`config.mk`:
```
export PLATFORM = sky130hd
export DESIGN_NAME = microondas_control
export DESIGN_NICKNAME = d
export VERILOG_FILES = /design/src/rtl/microondas_pkg.sv /design/src/rtl/buzzer_timer.sv /design/src/rtl/microondas_control.sv
export SDC_FILE = /design/constraint.sdc
export NUM_CORES = 1
export LEC_CHECK = 0
export BUFFER_PORTS_ARGS = -buffer_cell sky130_fd_sc_hd__buf_2
export CAP_MARGIN = 0
export CORE_MARGIN = 5
export CORE_UTILIZATION = 51
export CTS_BUF_LIST = sky130_fd_sc_hd__clkbuf_8 sky130_fd_sc_hd__clkbuf_16
export CTS_CLUSTER_DIAMETER = 80
export DETAILED_ROUTE_END_ITERATION = 6
export PLACE_DENSITY_LB_ADDON = 0.25
export SYNTH_ARGS = -nofsm -noshare
export SYNTH_HDL_FRONTEND = slang
export SYNTH_SLANG_ARGS = --single-unit
```
`constraint.sdc`:
```
create_clock -name clock -period 2.2 [get_ports clock]
set_clock_uncertainty 0.15 [all_clocks]
set_input_delay 0.22 -clock clock [delete_from_list [all_inputs] [get_ports clock]]
set_output_delay 0.22 -clock clock [all_outputs]
set_load 0.005 [all_outputs]
```
`src/rtl/microondas_pkg.sv`:
```
// Shared definitions for the microwave controller, the timer and the display decoder.
// State encoding, keypad defaults and the BCD digit check live here.
package microondas_pkg;

    typedef enum logic [2:0] {
        ST_IDLE    = 3'd0,
        ST_ENTRY   = 3'd1,
        ST_COOKING = 3'd2,
        ST_PAUSED  = 3'd3,
        ST_DONE    = 3'd4
    } state_t;

    localparam int DEFAULT_MAX_DIGITS = 3;

    function automatic logic is_bcd_digit(input logic [3:0] digit);
        return digit <= 4'd9;
    endfunction

endpackage

```
`src/rtl/buzzer_timer.sv`:
```
// Down-counter for timed beeps: load with CYCLES, count while enabled,
// expire is high during the last counted cycle.
module buzzer_timer #(
    parameter int CYCLES = 30
) (
    input  logic clock,
    input  logic reset,
    input  logic load,
    input  logic en,
    output logic expire
);

    localparam int W = $clog2(CYCLES + 1);

    logic [W-1:0] cnt;

    always_ff @(posedge clock) begin
        if (reset) begin
            cnt <= '0;
        end else if (load) begin
            cnt <= W'(CYCLES);
        end else if (en && cnt != '0) begin
            cnt <= cnt - 1'b1;
        end
    end

    assign expire = (cnt == W'(1));

endmodule

```
`src/rtl/microondas_control.sv`:
```
// Microwave control FSM: forwards keypad digits to the timer's serial load port,
// runs the timer and magnetron while cooking and sounds the buzzer at the end.
module microondas_control
    import microondas_pkg::*;
#(
    parameter int MAX_DIGITS  = DEFAULT_MAX_DIGITS,
    parameter int DONE_CYCLES = 30
) (
    input  logic       clock,
    input  logic       reset,
    input  logic       key_valid,
    input  logic [3:0] key_digit,
    input  logic       start,
    input  logic       stop_clear,
    input  logic       door_closed,
    input  logic       timer_zero,
    output logic [3:0] timer_digit,
    output logic       timer_cin,
    output logic       timer_cn,
    output logic       timer_z,
    output logic       magnetron_on,
    output logic       buzzer,
    output logic [2:0] state
);

    localparam int              CNT_W   = $clog2(MAX_DIGITS + 1);
    localparam logic [CNT_W-1:0] MAX_CNT = CNT_W'(MAX_DIGITS);

    state_t           state_q;
    logic [CNT_W-1:0] digit_cnt;
    logic             key_ok;
    logic             buzz_load;
    logic             buzz_en;
    logic             buzz_expire;

    assign key_ok    = key_valid && is_bcd_digit(key_digit);
    assign buzz_load = (state_q == ST_COOKING) && timer_zero;
    assign buzz_en   = (state_q == ST_DONE);
    assign state     = state_q;

    buzzer_timer #(
        .CYCLES (DONE_CYCLES)
    ) u_buzzer_timer (
        .clock  (clock),
        .reset  (reset),
        .load   (buzz_load),
        .en     (buzz_en),
        .expire (buzz_expire)
    );

    // timer_cin and timer_cn default back to inactive every cycle, so loads and
    // clears are single-cycle pulses issued only by the branches below.
    always_ff @(posedge clock) begin
        if (reset) begin
            state_q      <= ST_IDLE;
            digit_cnt    <= '0;
            timer_digit  <= 4'd0;
            timer_cin    <= 1'b1;
            timer_cn     <= 1'b0;
            timer_z      <= 1'b0;
            magnetron_on <= 1'b0;
            buzzer       <= 1'b0;
        end else begin
            timer_cin <= 1'b1;
            timer_cn  <= 1'b1;
            case (state_q)
                ST_IDLE: begin
                    if (stop_clear) begin
                        timer_cn  <= 1'b0;
                        digit_cnt <= '0;
                    end else if (key_ok) begin
                        timer_cin   <= 1'b0;
                        timer_digit <= key_digit;
                        digit_cnt   <= CNT_W'(1);
                        state_q     <= ST_ENTRY;
                    end
                end
                ST_ENTRY: begin
                    if (stop_clear) begin
                        timer_cn  <= 1'b0;
                        digit_cnt <= '0;
                        state_q   <= ST_IDLE;
                    end else if (start && door_closed && !timer_zero) begin
                        timer_z      <= 1'b1;
                        magnetron_on <= 1'b1;
                        state_q      <= ST_COOKING;
                    end else if (key_ok && digit_cnt < MAX_CNT) begin
                        timer_cin   <= 1'b0;
                        timer_digit <= key_digit;
                        digit_cnt   <= digit_cnt + 1'b1;
                    end
                end
                ST_COOKING: begin
                    // Expiry outranks a pause so a finished cook always buzzes.
                    if (timer_zero) begin
                        timer_z      <= 1'b0;
                        magnetron_on <= 1'b0;
                        buzzer       <= 1'b1;
                        state_q      <= ST_DONE;
                    end else if (stop_clear || !door_closed) begin
                        timer_z      <= 1'b0;
                        magnetron_on <= 1'b0;
                        state_q      <= ST_PAUSED;
                    end
                end
                ST_PAUSED: begin
                    if (stop_clear) begin
                        timer_cn  <= 1'b0;
                        digit_cnt <= '0;
                        state_q   <= ST_IDLE;
                    end else if (start && door_closed) begin
                        timer_z      <= 1'b1;
                        magnetron_on <= 1'b1;
                        state_q      <= ST_COOKING;
                    end
                end
                ST_DONE: begin
                    if (stop_clear || buzz_expire) begin
                        buzzer    <= 1'b0;
                        timer_cn  <= 1'b0;
                        digit_cnt <= '0;
                        state_q   <= ST_IDLE;
                    end
                end
                default: begin
                    timer_z      <= 1'b0;
                    magnetron_on <= 1'b0;
                    buzzer       <= 1'b0;
                    digit_cnt    <= '0;
                    state_q      <= ST_IDLE;
                end
            endcase
        end
    end

endmodule

```
* Word-level counts from Yosys, hierarchy flattened
Index checks and enable logic that the tools add are counted.
** Operators by class
- Add/sub/neg operators :: 2
- Multiply operators :: 0
- Divide/modulo/power cells :: 0
- Order comparisons :: 2
- Eq/ne operators :: 22
- Shifts and indexed selects :: 0
- Mux-type cells :: 45
- Bitwise gates (word level) :: 3
- Reduce and logical (&&, ||, !) cells :: 22
** Operators with widths (number)
- 3-bit 2-to-1 mux :: 9
- 6-bit AND reduction :: 4
- 2-bit != test (second input constant) :: 11
- 4-bit 2-to-1 mux :: 5
- 1-bit 2-to-1 mux :: 15
- 3-bit != test (second input constant) :: 5
- 3-bit case mux with 5 select lines :: 1
- 2-bit 2-to-1 mux :: 7
- 5-bit 2-to-1 mux :: 2
- 2-bit case mux with 5 select lines :: 1
- 4-bit case mux with 2 select lines :: 1
- 3-bit by 2-bit equality test with 1-bit output (second input constant) :: 2
- 1-bit logical AND :: 6
- 5-bit by 1-bit equality test with 1-bit output (second input constant) :: 1
- 5-bit nonzero test :: 1
- 5-bit by 1-bit subtractor with 5-bit output (second input constant) :: 1
- 4-bit less-or-equal comparator (second input constant) :: 1
- 1-bit case mux with 2 select lines :: 2
- 1-bit case mux with 4 select lines :: 1
- 2-bit nonzero test :: 2
- 2-bit OR reduction :: 2
- 3-bit by 1-bit equality test with 1-bit output (second input constant) :: 1
- 3-bit equality test (second input constant) :: 1
- 3-bit zero test :: 1
- 9 further kinds :: 13
** Storage, ports and cells
- Register bits after elaboration :: 18
- Bits in latches :: 0
- Bits in writable memories :: 0
- ROM bits :: 0
- Output and inout port bits :: 12
- Memories :: 0

* Depth between registers and ports, before layout
- Word-level depth :: 7
- Mapped depth :: 6

* Cells and area by module
Synthesis repeated with hierarchy kept, for this count alone.
** Second synthesis, totals
- Cells, all modules :: 125
- Area total of the unflattened synthesis :: 1096.1 um^2
** By module, submodules not included
- microondas_control :: instances 1, cells each 92, area an instance 797.0 um^2, seq. area each 260.2 um^2
- buzzer_timer :: instances 1, cells each 33, area an instance 299.0 um^2, seq. area each 100.1 um^2

* Worst setup path after synthesis
No wires, ideal clock.
- Path type :: reg-to-reg
- Start point :: reg u_buzzer_timer.cnt[0]
- End point :: reg u_buzzer_timer.cnt[1]
- Setup time :: 0.132 ns
- Arrival time :: 1.418 ns
- Data required time :: 1.918 ns
- Slack :: 0.500 ns
- Stages on the path, launching flop included :: 7
- Path buffers :: 0
- Period minus slack after synthesis :: 1.700 ns
- Cell sequence :: dfxtp_1 -> inv_1 -> ha_1 -> or4b_1 -> and2_1 -> o21ai_0 -> a21oi_1
** Between the ends
- Cells in the longest elaborated chain, start to end :: 3
- Elaborated cells on any way between the ends :: 6
** RTL lines
- start: declaration :: RTL line buzzer_timer.sv:15 : logic [W-1:0] cnt;
- start signal: assignment :: RTL line buzzer_timer.sv:21 : cnt <= W'(CYCLES);
- start signal: assignment :: RTL line buzzer_timer.sv:23 : cnt <= cnt - 1'b1;
- 5-bit by 1-bit subtractor with 5-bit output / 5-bit nonzero test (equally long branches) :: RTL line buzzer_timer.sv:23, buzzer_timer.sv:22
- 5-bit 2-to-1 mux / 1-bit logical AND (equally long branches) :: RTL line buzzer_timer.sv:22 : end else if (en && cnt != '0) begin
- 5-bit 2-to-1 mux / 2-bit nonzero test (equally long branches)
Several ways; a longest one is shown, not always the timed one. The select of a mux whose other input is x is not followed.
A chain may end at the register's enable or synchronous reset.

* Worst setup path in the final report
- Start point :: reg u_buzzer_timer.cnt[1]
- End point :: reg state_q[0], in the netlist state[0]
** Between the ends
- Cells in the longest elaborated chain, start to end :: 4
** RTL lines
- 5-bit by 1-bit equality test with 1-bit output :: RTL line buzzer_timer.sv:27 : assign expire = (cnt == W'(1));
- 1-bit logical OR :: RTL line microondas_control.sv:118 : if (stop_clear || buzz_expire) begin
- 2-bit != test (no source line)
- 6-bit AND reduction (no source line)
- end signal: assignment :: RTL line microondas_control.sv:114 : state_q <= ST_COOKING;
- end signal: assignment :: RTL line microondas_control.sv:122 : state_q <= ST_IDLE;
- end signal: assignment :: RTL line microondas_control.sv:130 : state_q <= ST_IDLE;
- end: declaration :: RTL line microondas_control.sv:29 : state_t state_q;
No other way between the ends.

==> results.yml <==
outcome:
  status: "complete, no violations"
yosys:
  synthAdderAreaFrac_pct: 5.08
  synth_ff_type: "dfxtp_1"
  synth_mux_area_share_pct: 0
  yosysSeqAreaShare_pct: 36.6
  synth.ff_latch_count: 18
  syn-instance-count: 121
  synth_area_um2: 985
  synth_top_family_by_area: "simple AND/OR/NAND/NOR gates"
  synth_compound_area_share_pct: 20.6
  synthDistinctLibCells: 39
  synth_area_leaders: "dfxtp_1, a21oi_1, nand3_1, ha_1, o21ai_0"
  synthArstFlopShare_pct: 0
  yosys.area_share.simple_pct: 27.2
  yosysWarnings: 0
  netlist.area_leader.share_pct: 36.6
  syn-num-nets: 136
  syn_avg_cell_area_um2: 8.14
  synth_edf_count: 0
  synthXorXnorAreaFrac_pct: 3.56
  yosys.area.top_type: "dfxtp_1"
global_route:
  antenna_found_initial: 0
  grt_usage_pct: 18.6
  grt_pass1_vias: 928
  grt_pass1_wl_mm: 4.00
  overflow: 0
  grt_max_degree: 21
placed_design:
  hpwl_mm: 1.78
  numPortBuffers: 22
  place_congestion: 0.769
cts:
  post_cts_hold_buffer_count: 0
  clk_latency_ns: 0.25
  post_cts_buffers: 0
  htreeDepth: 1
  post_cts_resized: 0
  path_clk_slew_ns: 0.07
  cts_inserted_buffers: 3
  cts.sinks: 18
  cts_tree: "built"
  cts_root_buffer: "clkbuf_8"
  clock_path_buffers: 2
die:
  die_y_um: 53.9
  core_um2: 1780
  die-width_um: 53.9
  boundaryPins: 23
  dieArea_um2: 2910
  fp-row-count: 15
  start_util_pct: 55.2
sta:
  finalCriticalPeriod_ns: 1.93
  maxSlewViolCount: 0
  rsz0062_at_grt: "no"
  worst_hold_slack_ns: 0.0721
  fmax_mhz: 519
  relSlewSlack_pct: 52.9
  finalHoldViolations: 0
  setup_viol: 0
  post-route-period-util_pct: 87.5
  finalSetupTns_ns: 0
  tightestPinTransition_ns: 0.701
job:
  cap_violations: 0
routing:
  routed_via_density: 5.89
  num_vias: 972
  wirelength_mm: 2.36
  wl_per_cell_um: 14.3
  route.detailed.drc: 0
  drt_iter0_drc: 31
  dr.pass1.iters: 6
  detail-route-antenna-nets: 0
setup_path:
  end_kind: "flip-flop"
  worst-endpoint-required_ns: 2.19
  startpoint_type: "flip-flop"
  arrival_ns: 1.91
  cp_max_fo: 5
  critPathKind: "flip-flop to flip-flop"
power_and_ir_drop:
  powerDensity_nw_per_um2: 594
  p_leak_nw: 0.465
  irDropWorstVdd_v: 0.000518
final_layout:
  nets: 156
  drive_above_1_share_pct: 20.7
  syn_to_final_growth_pct: 16.4
  diodes: 0
min_path:
  worstHoldPathType: "input pin to flip-flop"
==> cell usage after synthesis (all sizes together) (2+ instances only) <==
master,count
a311o,2
ha,4
dfxtp,18
nand3,11
a31oi,3
buf,3
and2,2
inv,7
or3,2
nand4,4
nor2,7
a21oi,11
nand2,6
xor2,3
clkbuf,5
nor3,4
o21ai,10
==> critical path, stage by stage, from the launching register on <==
cell and delay (ns):
dfxtp_1 0.33, inv_1 0.10, ha_1 0.16, nor4b_1 0.56, or3_4 0.28, a311o_1 0.16
o21ai_0 0.08
==> final timing paths <==
check	slack (ns)	startpoint	cells past startpoint	end
worst max-delay path	0.27	u_buzzer_timer.cnt[1]$_SDFFE_PP0P_	6	state[0]$_SDFFE_PP0P_
worst min-delay path	0.07	key_digit[0]	3	timer_digit[0]$_SDFFE_PP0P_
worst max register to register	0.27	u_buzzer_timer.cnt[1]$_SDFFE_PP0P_	6	state[0]$_SDFFE_PP0P_
worst min register to register	0.33	timer_digit[3]$_SDFFE_PP0P_	2	timer_digit[3]$_SDFFE_PP0P_
==> metal layers <==
layer	global-route usage [%]	vias to the layer above	wire (µm)	part of all wire [%]
li1	-	480	-	-
met1	21.3	460	1020	43
met2	32.9	32	1190	51
met3	5.54	0	144	6.1
met4	5.53	0	0	0
met5	0	-	0	0
==> power breakdown <==
group	switching, mW	internal, mW
Combinational	0.0399	0.0255
Sequential	0.00822	0.334
Clock	0.114	0.159
==> kinds of logic (layout without fill, tap and decap cells) <==
logic type | Yosys count | in the layout
simple gates | 47 | 47
xor+xnor | 4 | 4
fa+ha+maj | 4 | 4
flops | 18 | 18
buf+inv | 15 | 34
compound gates | 33 | 33
==> stage by stage <==
step	util [%]	cells	total power [mW]	worst slack, ns	cell area, µm²
finish	64.3	165	0.681	0.275	1150
CTS	64.3	165	0.687	0.324	1150
floorplan	-	121	0.388	0.500	985
detailed placement	61.2	161	0.415	0.365	1090
global placement	61.2	161	0.411	0.385	1090
global route	64.3	165	0.713	0.106	1150
==> final cells by class <==
type                    instances  area, µm²
fillers                       166        637
multi-input cells              88        556
flip-flops and latches         18        360
repair buffers                 23        118
clock buffers                   4       55.1
well taps                      25       31.3
inverters                       7       26.3
==> cells in the final DEF, fill, tap and decap left out, drive strengths merged, types with 2 or more instances in the layout <==
cell / instances
a21oi: 11
a311o: 2
a31oi: 3
and2: 2
buf: 23
clkbuf: 4
dfxtp: 18
ha: 4
inv: 7
nand2: 6
nand3: 11
nand4: 4
nor2: 7
nor3: 4
o21ai: 10
or3: 2
xor2: 3
==> registers in the layout, summed over array words and instances, names as in the netlist <==
signal              cells
digit_cnt               2
timer_digit             4
timer_cn                1
magnetron_on            1
state                   3
buzzer                  1
timer_cin               1
u_buzzer_timer.cnt      5
Power figures use the tool's default switching activity.
